## config.mk

```make
export PLATFORM = sky130hd
export DESIGN_NAME = uart_rx_frame_check
export DESIGN_NICKNAME = d
export VERILOG_FILES = /design/src/rtl/uart_rx_frame_check.sv
export SDC_FILE = /design/constraint.sdc
export NUM_CORES = 1
export LEC_CHECK = 0
export ABC_AREA = 1
export CAP_MARGIN = 20
export CORE_ASPECT_RATIO = 1.2
export CORE_MARGIN = 2
export CORE_UTILIZATION = 50
export CTS_BUF_LIST = sky130_fd_sc_hd__clkbuf_4 sky130_fd_sc_hd__clkbuf_8
export DETAILED_ROUTE_END_ITERATION = 8
export DONT_BUFFER_PORTS = 1
export HOLD_SLACK_MARGIN = 0.02
export RECOVER_POWER = 25
export SYNTH_ARGS = -nofsm -noshare
export SYNTH_HDL_FRONTEND = slang
export SYNTH_SLANG_ARGS = --single-unit
```

## constraint.sdc

```tcl
create_clock -name CLK -period 2.62 [get_ports CLK]
set_input_delay 0.786 -clock CLK [delete_from_list [all_inputs] [get_ports CLK]]
set_output_delay 0.786 -clock CLK [all_outputs]
set_load 0.05 [all_outputs]
```

## src/rtl/uart_rx_frame_check.sv

```systemverilog
// UART receive frame checker: deserialises mid-bit samples LSB first, checks
// optional parity and one/two stop bits, and counts errored frames.
module uart_rx_frame_check #(
  parameter int DATA_WIDTH = 8,
  parameter int ERR_CNT_W  = 8
) (
  input  logic                  CLK,
  input  logic                  RST,
  input  logic                  chk_start,
  input  logic                  bit_valid,
  input  logic                  sampled_bit,
  input  logic                  par_en,
  input  logic                  par_typ,
  input  logic                  stop_num,
  input  logic                  err_clr,
  output logic                  busy,
  output logic [DATA_WIDTH-1:0] p_data,
  output logic                  frame_done,
  output logic                  data_valid,
  output logic                  par_err,
  output logic                  stp_err,
  output logic [ERR_CNT_W-1:0]  err_cnt
);

  localparam int CNT_W = $clog2(DATA_WIDTH + 1);

  typedef enum logic [2:0] {
    IDLE   = 3'd0,
    DATA   = 3'd1,
    PARITY = 3'd2,
    STOP   = 3'd3,
    DONE   = 3'd4
  } state_t;

  state_t                  state_reg, state_next;
  logic [CNT_W-1:0]        bit_cnt_reg, bit_cnt_next;
  logic [DATA_WIDTH-1:0]   shift_reg, shift_next;
  logic                    stop_cnt_reg, stop_cnt_next;
  logic                    par_en_l_reg, par_en_l_next;
  logic                    par_typ_l_reg, par_typ_l_next;
  logic                    stop_num_l_reg, stop_num_l_next;
  logic                    par_acc_reg, par_acc_next;
  logic                    stp_acc_reg, stp_acc_next;

  logic                    busy_reg;
  logic [DATA_WIDTH-1:0]   p_data_reg;
  logic                    frame_done_reg;
  logic                    data_valid_reg;
  logic                    par_err_reg;
  logic                    stp_err_reg;
  logic [ERR_CNT_W-1:0]    err_cnt_reg, err_cnt_next;
  logic                    errored_done;

  // Frame sequencing and accumulation
  always_comb begin
    state_next      = state_reg;
    bit_cnt_next    = bit_cnt_reg;
    shift_next      = shift_reg;
    stop_cnt_next   = stop_cnt_reg;
    par_en_l_next   = par_en_l_reg;
    par_typ_l_next  = par_typ_l_reg;
    stop_num_l_next = stop_num_l_reg;
    par_acc_next    = par_acc_reg;
    stp_acc_next    = stp_acc_reg;

    case (state_reg)
      IDLE: begin
        if (chk_start) begin
          par_en_l_next   = par_en;
          par_typ_l_next  = par_typ;
          stop_num_l_next = stop_num;
          bit_cnt_next    = '0;
          shift_next      = '0;
          stop_cnt_next   = 1'b0;
          par_acc_next    = 1'b0;
          stp_acc_next    = 1'b0;
          state_next      = DATA;
        end
      end
      DATA: begin
        if (bit_valid) begin
          shift_next   = {sampled_bit, shift_reg[DATA_WIDTH-1:1]};
          bit_cnt_next = bit_cnt_reg + CNT_W'(1);
          if (bit_cnt_reg == CNT_W'(DATA_WIDTH - 1))
            state_next = par_en_l_reg ? PARITY : STOP;
        end
      end
      PARITY: begin
        if (bit_valid) begin
          par_acc_next = (^shift_reg) ^ sampled_bit ^ par_typ_l_reg;
          state_next   = STOP;
        end
      end
      STOP: begin
        if (bit_valid) begin
          if (!sampled_bit)
            stp_acc_next = 1'b1;
          stop_cnt_next = 1'b1;
          // Second stop bit is still sampled when the first was bad
          if (stop_cnt_reg == stop_num_l_reg)
            state_next = DONE;
        end
      end
      DONE: begin
        state_next = IDLE;
      end
      default: begin
        state_next = IDLE;
      end
    endcase
  end

  always_ff @(posedge CLK or negedge RST) begin
    if (!RST) begin
      state_reg      <= IDLE;
      bit_cnt_reg    <= '0;
      shift_reg      <= '0;
      stop_cnt_reg   <= 1'b0;
      par_en_l_reg   <= 1'b0;
      par_typ_l_reg  <= 1'b0;
      stop_num_l_reg <= 1'b0;
      par_acc_reg    <= 1'b0;
      stp_acc_reg    <= 1'b0;
    end else begin
      state_reg      <= state_next;
      bit_cnt_reg    <= bit_cnt_next;
      shift_reg      <= shift_next;
      stop_cnt_reg   <= stop_cnt_next;
      par_en_l_reg   <= par_en_l_next;
      par_typ_l_reg  <= par_typ_l_next;
      stop_num_l_reg <= stop_num_l_next;
      par_acc_reg    <= par_acc_next;
      stp_acc_reg    <= stp_acc_next;
    end
  end

  // Result outputs are loaded on the edge that enters DONE so they are
  // visible during the DONE cycle itself.
  always_ff @(posedge CLK or negedge RST) begin
    if (!RST) begin
      busy_reg       <= 1'b0;
      p_data_reg     <= '0;
      frame_done_reg <= 1'b0;
      data_valid_reg <= 1'b0;
      par_err_reg    <= 1'b0;
      stp_err_reg    <= 1'b0;
    end else begin
      busy_reg <= (state_next != IDLE);
      if (state_next == DONE) begin
        p_data_reg     <= shift_reg;
        frame_done_reg <= 1'b1;
        par_err_reg    <= par_acc_next;
        stp_err_reg    <= stp_acc_next;
        data_valid_reg <= ~(par_acc_next | stp_acc_next);
      end else begin
        frame_done_reg <= 1'b0;
        par_err_reg    <= 1'b0;
        stp_err_reg    <= 1'b0;
        data_valid_reg <= 1'b0;
      end
    end
  end

  // Errored-frame counter; a clear coinciding with an errored frame keeps that frame
  assign errored_done = (state_reg == DONE) && (par_err_reg || stp_err_reg);

  always_comb begin
    err_cnt_next = err_cnt_reg;
    if (err_clr)
      err_cnt_next = errored_done ? ERR_CNT_W'(1) : '0;
    else if (errored_done && (err_cnt_reg != {ERR_CNT_W{1'b1}}))
      err_cnt_next = err_cnt_reg + ERR_CNT_W'(1);
  end

  always_ff @(posedge CLK or negedge RST) begin
    if (!RST)
      err_cnt_reg <= '0;
    else
      err_cnt_reg <= err_cnt_next;
  end

  assign busy       = busy_reg;
  assign p_data     = p_data_reg;
  assign frame_done = frame_done_reg;
  assign data_valid = data_valid_reg;
  assign par_err    = par_err_reg;
  assign stp_err    = stp_err_reg;
  assign err_cnt    = err_cnt_reg;

endmodule

```

==> impl_metrics.yaml, run 1 <==
logic_synthesis:
  synthMuxAreaShare_pct: 0
  syn_area_per_cell_um2: 8.58
  synth.yosys.seq_area_share_pct: 53.9
  yosysWarnings: 0
  synth_cell_types: 30
  ys_ff_latch: 42
  synth_compound_area_share_pct: 9.63
  netlist_area_um2: 1950
  synthAdderAreaFrac_pct: 1.28
  synth_top_family_by_area: "simple AND/OR/NAND/NOR gates"
  yosys.area_share.simple_pct: 24.9
  synth_xor_xnor_area_share_pct: 3.15
  synthesis.nets: 238
  postSynthCellCount: 227
run:
  maxCapViolCount: 0
worst_setup_path:
  crit_chain: "nand2_1 -> nor2_2 -> nand2_1 -> clkinv_1 -> nand3_2 -> nand2_4 -> nand2_1 -> a21oi_1 -> nor2_1"
  start_kind: "flip-flop"
  cp_max_fo: 7
  critPathKind: "reg -> reg"
  slowest_stage: "dfrtp_1"
  crit_top_cell: "nand2_1"
  critical_path_required_ps: 2800
  cp.arrival_ps: 1990
  crit_path_max_incr_delay_ps: 680
  endpoint_kind: "flip-flop"
floorplan:
  core_area_um2: 3690
  start_util_pct: 52.7
  rows: 24
  die_area_um2: 4410
  die-height_um: 72.4
  io_pins: 30
  die_w_um: 61.0
cts:
  clk_pin_slew_ps: 70
  cts_tree: "done"
  cts_setup_buffers: 0
  htreeDepth: 2
  cts.hold.buffers_added: 0
  numCtsBuffers: 5
  clock_path_buffers: 2
  insertion_delay_ps: 290
  cts_resized: 0
  clock-sinks: 42
  ctsRootBufferMaster: "clkbuf_8"
route:
  dr_wl_met2_um: 1830
  drtAntennaViolNets: 0
  num_vias: 1485
  drcViolationCount: 0
  dr.max_layer_used: "met4"
  wl_met1_um: 1570
  firstDrtPassIters: 4
  drt_iter0_drc: 65
  wl_um: 3650
  wl_per_cell_um: 12.8
  viasPerCell: 5.19
  met3_length_um: 202
timing:
  clock_skew_ps: 1.64
  setup_viol: 0
  final_max_slew_viol_count: 0
  hold_viol: 0
  rsz0062_at_grt: "no"
  tightest_slew_ps: 668
  finalSetupTns_ps: 0
  slew-limit-headroom_pct: 55.4
  fin_ws_ps: 811
  min_period_over_period_pct: 69.0
  fin_crit_ps: 1810
  clock.fmax_mhz: 553
placement:
  hpwl_um: 2740
  place_ws_ps: 798
  numPortBuffers: 0
  routabilityCongestion: 0.883
layout:
  syn_to_final_growth_pct: 7.64
  layout.nets: 245
  n_antenna_cell: 0
  final_cell_mix: "65 x nand2_1, 42 x dfrtp_1, 28 x inv_1"
  final_common_cell: "nand2_1"
  drive_gt1_share_pct: 9.40
grt:
  antenna_found_initial: 0
  grt_pass1_wl_um: 6290
  grt_start_max_net_pins: 43
  grt_util_all_layers_pct: 19.1
  gr-total-overflow: 0
  grt_pass1_vias: 1450
status:
  status: "finished clean"
worst_hold_path:
  hold_class: "in -> async"
power_and_ir_drop:
  p_leak_uw: 0.00105
  ir_drop_mv: 0.548
  power.density_cell_area_nw_per_um2: 1070
[worst max-delay path, delay by kind of cell (launching register included)]
family                 cells  cell delay, ps
AO/OA/AOI/OAI              1             140
buffers and inverters      1              80
flip-flops                 1             680
AND/OR/NAND/NOR            7             800
[path summary, 6_finish.rpt]
check | startpoint | endpoint | slack (ps) | depth (start not counted)
worst max-delay path | err_cnt[3] | err_cnt[6] | 810 | 9
worst min-delay path | RST | err_cnt[5] | 180 | 0
worst min register to register | stop_cnt_reg | stop_cnt_reg | 500 | 2
max in group asynchronous | RST | par_en_l_reg | 2350 | 0
worst max register to register | err_cnt[3] | err_cnt[6] | 810 | 9
min in group CLK | stop_cnt_reg | stop_cnt_reg | 500 | 2
[cell type report]
cell class / instances / area [um^2]
clock buffers: 5 / 68.8
clock inverters: 2 / 10.0
fillers: 344 / 1600
inverters: 33 / 129
multi-input cells: 150 / 758
flip-flops and latches: 42 / 1050
well taps: 52 / 65.1
repair buffers: 2 / 15.0
[logic make-up (layout without fill, tap and decap cells)]
logic type / Yosys count / after routing
and+or+nand+nor: 107 / 107
DFF: 42 / 42
buffers and inverters: 35 / 42
AOI/OAI and AO/OA: 34 / 34
xor gates and xnor gates: 7 / 7
adders and majority gates: 2 / 2
[synth_stat cells, drive strengths merged]
master | count | area share, %
a21oi | 7 | 1.8
nor3 | 4 | 1.6
inv | 32 | 6.4
o211ai | 1 | 0.39
nand3 | 14 | 3.9
nand4 | 3 | 1.3
a211oi | 1 | 0.39
xor2 | 3 | 1.3
nor2 | 17 | 4.0
and3 | 1 | 0.32
o22ai | 8 | 2.6
xnor2 | 4 | 1.8
ha | 2 | 1.3
dfrtp | 42 | 54
nand2 | 67 | 13
buf | 2 | 0.51
o31ai | 1 | 0.39
or3 | 1 | 0.32
clkinv | 1 | 0.19
o21ai | 16 | 4.1
[metal layers]
metal,up-vias,global-route usage (%)
met4,0,7.97
met5,-,0
met2,35,30.9
met1,700,23.3
met3,4,5.53
li1,746,-
[power by group]
| part | leakage [uW] | switching, uW | total, uW | internal, uW |
|---|---|---|---|---|
| logic | 0.000449 | 415 | 663 | 248 |
| clock network | 0.0000438 | 206 | 385 | 179 |
| registers | 0.000557 | 352 | 1190 | 837 |
| total | 0.00105 | 973 | 2240 | 1260 |
[stage by stage]
step / cell area (um^2) / power (uW) / utilization (%) / instances / hold slack, ps
after floorplan: 1950 / 1720 / - / 227 / 462
after global placement: 2020 / 1840 / 54.6 / 279 / 479
after detailed placement: 2020 / 1870 / 54.6 / 279 / 489
after CTS: 2100 / 2260 / 56.8 / 286 / 174
after global routing: 2100 / 2440 / 56.8 / 286 / 157
final: 2100 / 2240 / 56.8 / 286 / 184
No activity file was read; power rests on OpenSTA's default activity.
==> inputs of run 2 (changes only) <==
- PLACE_DENSITY: not set -> 0.68
- clock period: 2.62 -> 1.65 ns (I/O delays scaled with it)
==> run 2 against run 1 <==
Effect of this change:
- wire length about the same
- combinational power is 63% higher
- sequential cell count is the same
- die area unchanged
- register-to-register slack worse by 700 ps
- final area grew 4.8%
- worst setup slack got worse by 700 ps
- non-clock buffer count up 11
- final cell count increased by 4.2%
- highest routed layer unchanged
- clock-buffer cell count increased by 2
- clock skew up 4.2 ps
- critical path type unchanged
==> impl_metrics.yaml, run 2 (synthesis gave the netlist of run 1 again) <==
cts:
  clk_pin_slew_ps: 80
  ctsRootBufferMaster: "clkbuf_8"
  clock_path_buffers: 2
  numCtsBuffers: 5
  cts_tree: "done"
  clock-sinks: 42
  insertion_delay_ps: 300
  htreeDepth: 2
worst_setup_path:
  start_kind: "flip-flop"
  critical_path_required_ps: 1840
  r2r_cells: 11
  endpoint_kind: "flip-flop"
  cp_max_fo: 7
  critPathKind: "reg -> reg"
  regToRegSetupSlack_ps: 110
  cp.arrival_ps: 1730
placement:
  hpwl_um: 2690
  routabilityCongestion: 0.894
  numPortBuffers: 0
  dp.cells: 289
  place_area_um2: 2100
layout:
  n_antenna_cell: 0
  fin_area_um2: 2200
  layout.nets: 256
  final_common_cell: "nand2_1"
  syn_to_final_growth_pct: 12.8
  final_cell_mix: "65 x nand2_1, 40 x dfrtp_1, 28 x inv_1"
  fin_cells: 298
  nFillCells: 326
  drive_gt1_share_pct: 15.0
route:
  firstDrtPassIters: 6
  wl_met1_um: 1640
  dr.max_layer_used: "met4"
  drt_iter0_drc: 71
  dr_wl_met2_um: 1770
  wl_um: 3650
  wl_per_cell_um: 12.2
  num_vias: 1501
  met3_length_um: 173
  drtAntennaViolNets: 0
  drcViolationCount: 0
  viasPerCell: 5.04
power_and_ir_drop:
  ir_drop_mv: 0.921
  power.density_cell_area_nw_per_um2: 1670
  p_leak_uw: 0.00111
worst_hold_path:
  min_path_cells: 1
  hold_class: "in -> reg"
floorplan:
  die_w_um: 61.0
  start_util_pct: 52.7
  io_pins: 30
  rows: 24
  die_area_um2: 4410
  core_area_um2: 3690
  die-height_um: 72.4
grt:
  grt_pass1_wl_um: 6230
  grt_pass1_vias: 1402
  gr-total-overflow: 0
  antenna_found_initial: 0
  grt_util_all_layers_pct: 19.2
  grt_start_max_net_pins: 43
timing:
  tightest_slew_ps: 1020
  clock_skew_ps: 5.82
  slew-limit-headroom_pct: 32.2
  clock.fmax_mhz: 650
  hold_viol: 0
  finalSetupTns_ps: 0
  final_max_slew_viol_count: 0
  setup_viol: 0
  fin_crit_ps: 1540
  min_period_over_period_pct: 93.2
  rsz0062_at_grt: "no"
status:
  status: "finished clean"
run:
  maxCapViolCount: 0
==> run 2: per-stage QoR <==
stage	total power, uW	util (%)	setup WS [ps]	hold WS (ps)
after global routing	3970	59.5	5.31	244
after CTS	3700	59.9	81.5	39.8
final	3670	59.5	112	259
after detailed placement	2980	56.7	96.6	201
after global placement	2940	56.7	177	201
after floorplan	2730	-	19.7	199
==> run 2: critical path: stages (launching register included) <==
cell,delay [ps]
dfrtp_2,410
ha_1,210
nand2_1,110
inv_1,50
nand2_1,60
clkinv_1,100
nand3_2,90
nand2_4,80
inv_4,90
nand2_2,50
o21ai_1,110
a21oi_1,50
==> run 2: final cells by class <==
type | instances | area, um^2 | area share (%)
Sequential cell | 42 | 1050 | 47.9
Multi-Input combinational cell | 150 | 761 | 34.6
Inverter | 33 | 129 | 5.86
Timing Repair Buffer | 13 | 95.1 | 4.33
Clock buffer | 7 | 90.1 | 4.10
Tap cell | 52 | 65.1 | 2.96
Clock inverter | 1 | 5.00 | 0.228
==> run 2: report_power, final <==
part / leakage, uW / switching, uW / internal (uW) / total [uW]
combinational: 0.000507 / 677 / 405 / 1080
sequential: 0.000554 / 558 / 1330 / 1890
clock: 0.0000517 / 349 / 354 / 703
total: 0.00111 / 1580 / 2090 / 3670
==> run 2: per-layer routing <==
layer,track usage [%],vias to the layer above
met5,0,-
met3,6.06,6
met4,7.97,0
met1,24.0,705
li1,-,765
met2,30.5,25
==> run 2: repair_timing <==
action                                  in CTS  in global routing
resized for setup                            0                  1
hold buffers                                 1                  0
hold endpoints to repair                    42                  0
endpoints found under the setup margin       0                  1
buffers inserted                             0                  0
==> run 2: final timing paths <==
check | startpoint | endpoint
max | err_cnt[0] | err_cnt[3]
min reg2reg | stop_num_l_reg | stop_num_l_reg
max reg2reg | err_cnt[0] | err_cnt[3]
min in group asynchronous | RST | frame_done
max in group asynchronous | RST | err_cnt[1]
min | err_clr | err_cnt[2]
==> inputs of run 3 (changes only) <==
- REMOVE_ABC_BUFFERS: not set -> 1
==> run 3 against run 2 <==
Effect of this change:
- clock power fell by 3%
- combinational power hardly changed
- worst setup slack gained 44 ps
- worst hold slack hardly changed
- die area stayed put
- sequential power barely moved
- total power is 0.63% lower
- critical path depth fell by 1
==> impl_metrics.yaml, run 3 (synthesis gave the netlist of run 1 again) <==
layout:
  layout.nets: 257
  final_cell_mix: "64 x nand2_1, 42 x dfrtp_1, 28 x inv_1"
  drive_gt1_share_pct: 15.8
  seq_area_um2: 1050
  final_common_cell: "nand2_1"
  syn_to_final_growth_pct: 13.7
  multiInputGateArea_um2: 773
  n_antenna_cell: 0
  nFillCells: 337
worst_setup_path:
  crit_path_max_incr_delay_ps: 400
  cp.arrival_ps: 1700
  cp_num_buf_inv: 2
  endpoint_kind: "flip-flop"
  critPathKind: "reg -> reg"
  critical_path_required_ps: 1850
  slowest_stage: "dfrtp_1"
  cp_max_fo: 7
  crit_family: "simple AND/OR/NAND/NOR gates"
  regToRegSetupSlack_ps: 160
  crit_chain: "ha_1 -> nand2_2 -> inv_1 -> nand2_1 -> inv_2 -> nand3_2 -> nand2_4 -> nor2_4 -> a21oi_1 -> nor3_1"
  start_kind: "flip-flop"
power_and_ir_drop:
  finalPower_uw: 3650
  power.density_cell_area_nw_per_um2: 1650
  p_sw_uw: 1560
  pwr-share-comb_pct: 29.5
  share_seq_of_total_power_pct: 51.8
  p_leak_uw: 0.00113
  ir_drop_mv: 1.02
  clkPwrFrac_pct: 18.7
  p_int_uw: 2090
  switching_share_pct: 42.8
grt:
  antenna_found_initial: 0
  grt_util_all_layers_pct: 19.3
  grt_pass1_wl_um: 6250
  grt_start_max_net_pins: 43
  grt_pass1_vias: 1435
  gr-total-overflow: 0
timing:
  clock.fmax_mhz: 669
  hold_viol: 0
  fin_crit_ps: 1490
  fin_ws_ps: 156
  rsz0062_at_grt: "no"
  slew-limit-headroom_pct: 32.3
  finalSetupTns_ps: 0
  min_period_over_period_pct: 90.5
  clock_skew_ps: 4.07
  final_max_slew_viol_count: 0
  tightest_slew_ps: 1010
  setup_viol: 0
placement:
  hpwl_um: 2630
  numPortBuffers: 0
  place_ws_ps: 83.8
  routabilityCongestion: 0.784
floorplan:
  start_util_pct: 52.7
  die_area_um2: 4410
  die-height_um: 72.4
  rows: 24
  io_pins: 30
  die_w_um: 61.0
  core_area_um2: 3690
run:
  maxCapViolCount: 0
cts:
  ctsRootBufferMaster: "clkbuf_8"
  clock_path_buffers: 2
  cts_tree: "done"
  clk_pin_slew_ps: 80
  clock-sinks: 42
  htreeDepth: 2
  insertion_delay_ps: 290
  numCtsBuffers: 5
worst_hold_path:
  hold_class: "in -> reg"
route:
  drt_iter0_drc: 64
  wl_per_cell_um: 12.2
  viasPerCell: 5.06
  wl_um: 3650
  drtAntennaViolNets: 0
  num_vias: 1512
  drcViolationCount: 0
  firstDrtPassIters: 4
status:
  status: "finished clean"
## run 3: cell types whose count changed in the layout (fill, tap and decap cells not counted)
cell      previous run  this run
nand2_1             65        64
dfrtp_2              2         0
dfrtp_1             40        42
nor2_4               1         2
clkinv_1             1         0
nand2_2              1         2
nor2_2               4         3
inv_2                2         3
buf_4               12        13
a211oi_1             1         0
a211oi_2             0         1
## run 3: worst paths after layout
path | startpoint | end | depth (start not counted)
worst max-delay path | err_cnt[0] | err_cnt[4] | 10
worst min-delay path | err_clr | err_cnt[2] | 1
worst max register to register | err_cnt[0] | err_cnt[4] | 10
worst min register to register | stop_cnt_reg | stop_cnt_reg | 2
max in group asynchronous | RST | err_cnt[7] | 1
min in group asynchronous | RST | err_cnt[0] | 1
## run 3: final cells by class
| type | instances | share of cell area (%) |
|---|---|---|
| flip-flops and latches | 42 | 47.4 |
| repair buffers | 14 | 4.63 |
| clock buffers | 7 | 4.07 |
| well taps | 52 | 2.94 |
| multi-input cells | 150 | 34.9 |
| clock inverters | 1 | 0.226 |
| inverters | 33 | 5.82 |
## run 3: repair_timing
| action | in CTS | in global routing |
|---|---|---|
| endpoints found under the setup margin | 0 | 4 |
| gates resized for setup | 0 | 5 |
| hold buffers | 1 | 0 |
| buffers inserted | 0 | 1 |
| endpoints found under the hold margin | 42 | 0 |
## run 3: metal layers
| layer | track usage, % | wire length, um |
|---|---|---|
| met5 | 0 | 0 |
| met4 | 7.25 | 53 |
| met1 | 23.8 | 1550 |
| met2 | 31.4 | 1860 |
| met3 | 6.06 | 181 |
## run 3: power by group through the flow
stage | Clock (uW) | Sequential, uW | Combinational, uW
2_1_floorplan | 0 | 1860 | 868
6_report | 683 | 1890 | 1080
5_1_grt | 750 | 1930 | 1300
3_3_place_gp | 0 | 1890 | 1050
3_5_place_dp | 0 | 1900 | 1060
4_1_cts | 704 | 1890 | 1100
## run 3: through the flow
stage,instance area (um^2),std cells,util (%),hold slack [ps]
final,2220,299,60.0,259
after global routing,2220,299,60.0,237
after CTS,2210,298,59.8,42.9
after detailed placement,2090,289,56.7,201
after global placement,2090,289,56.7,200
after floorplan,1940,225,-,199
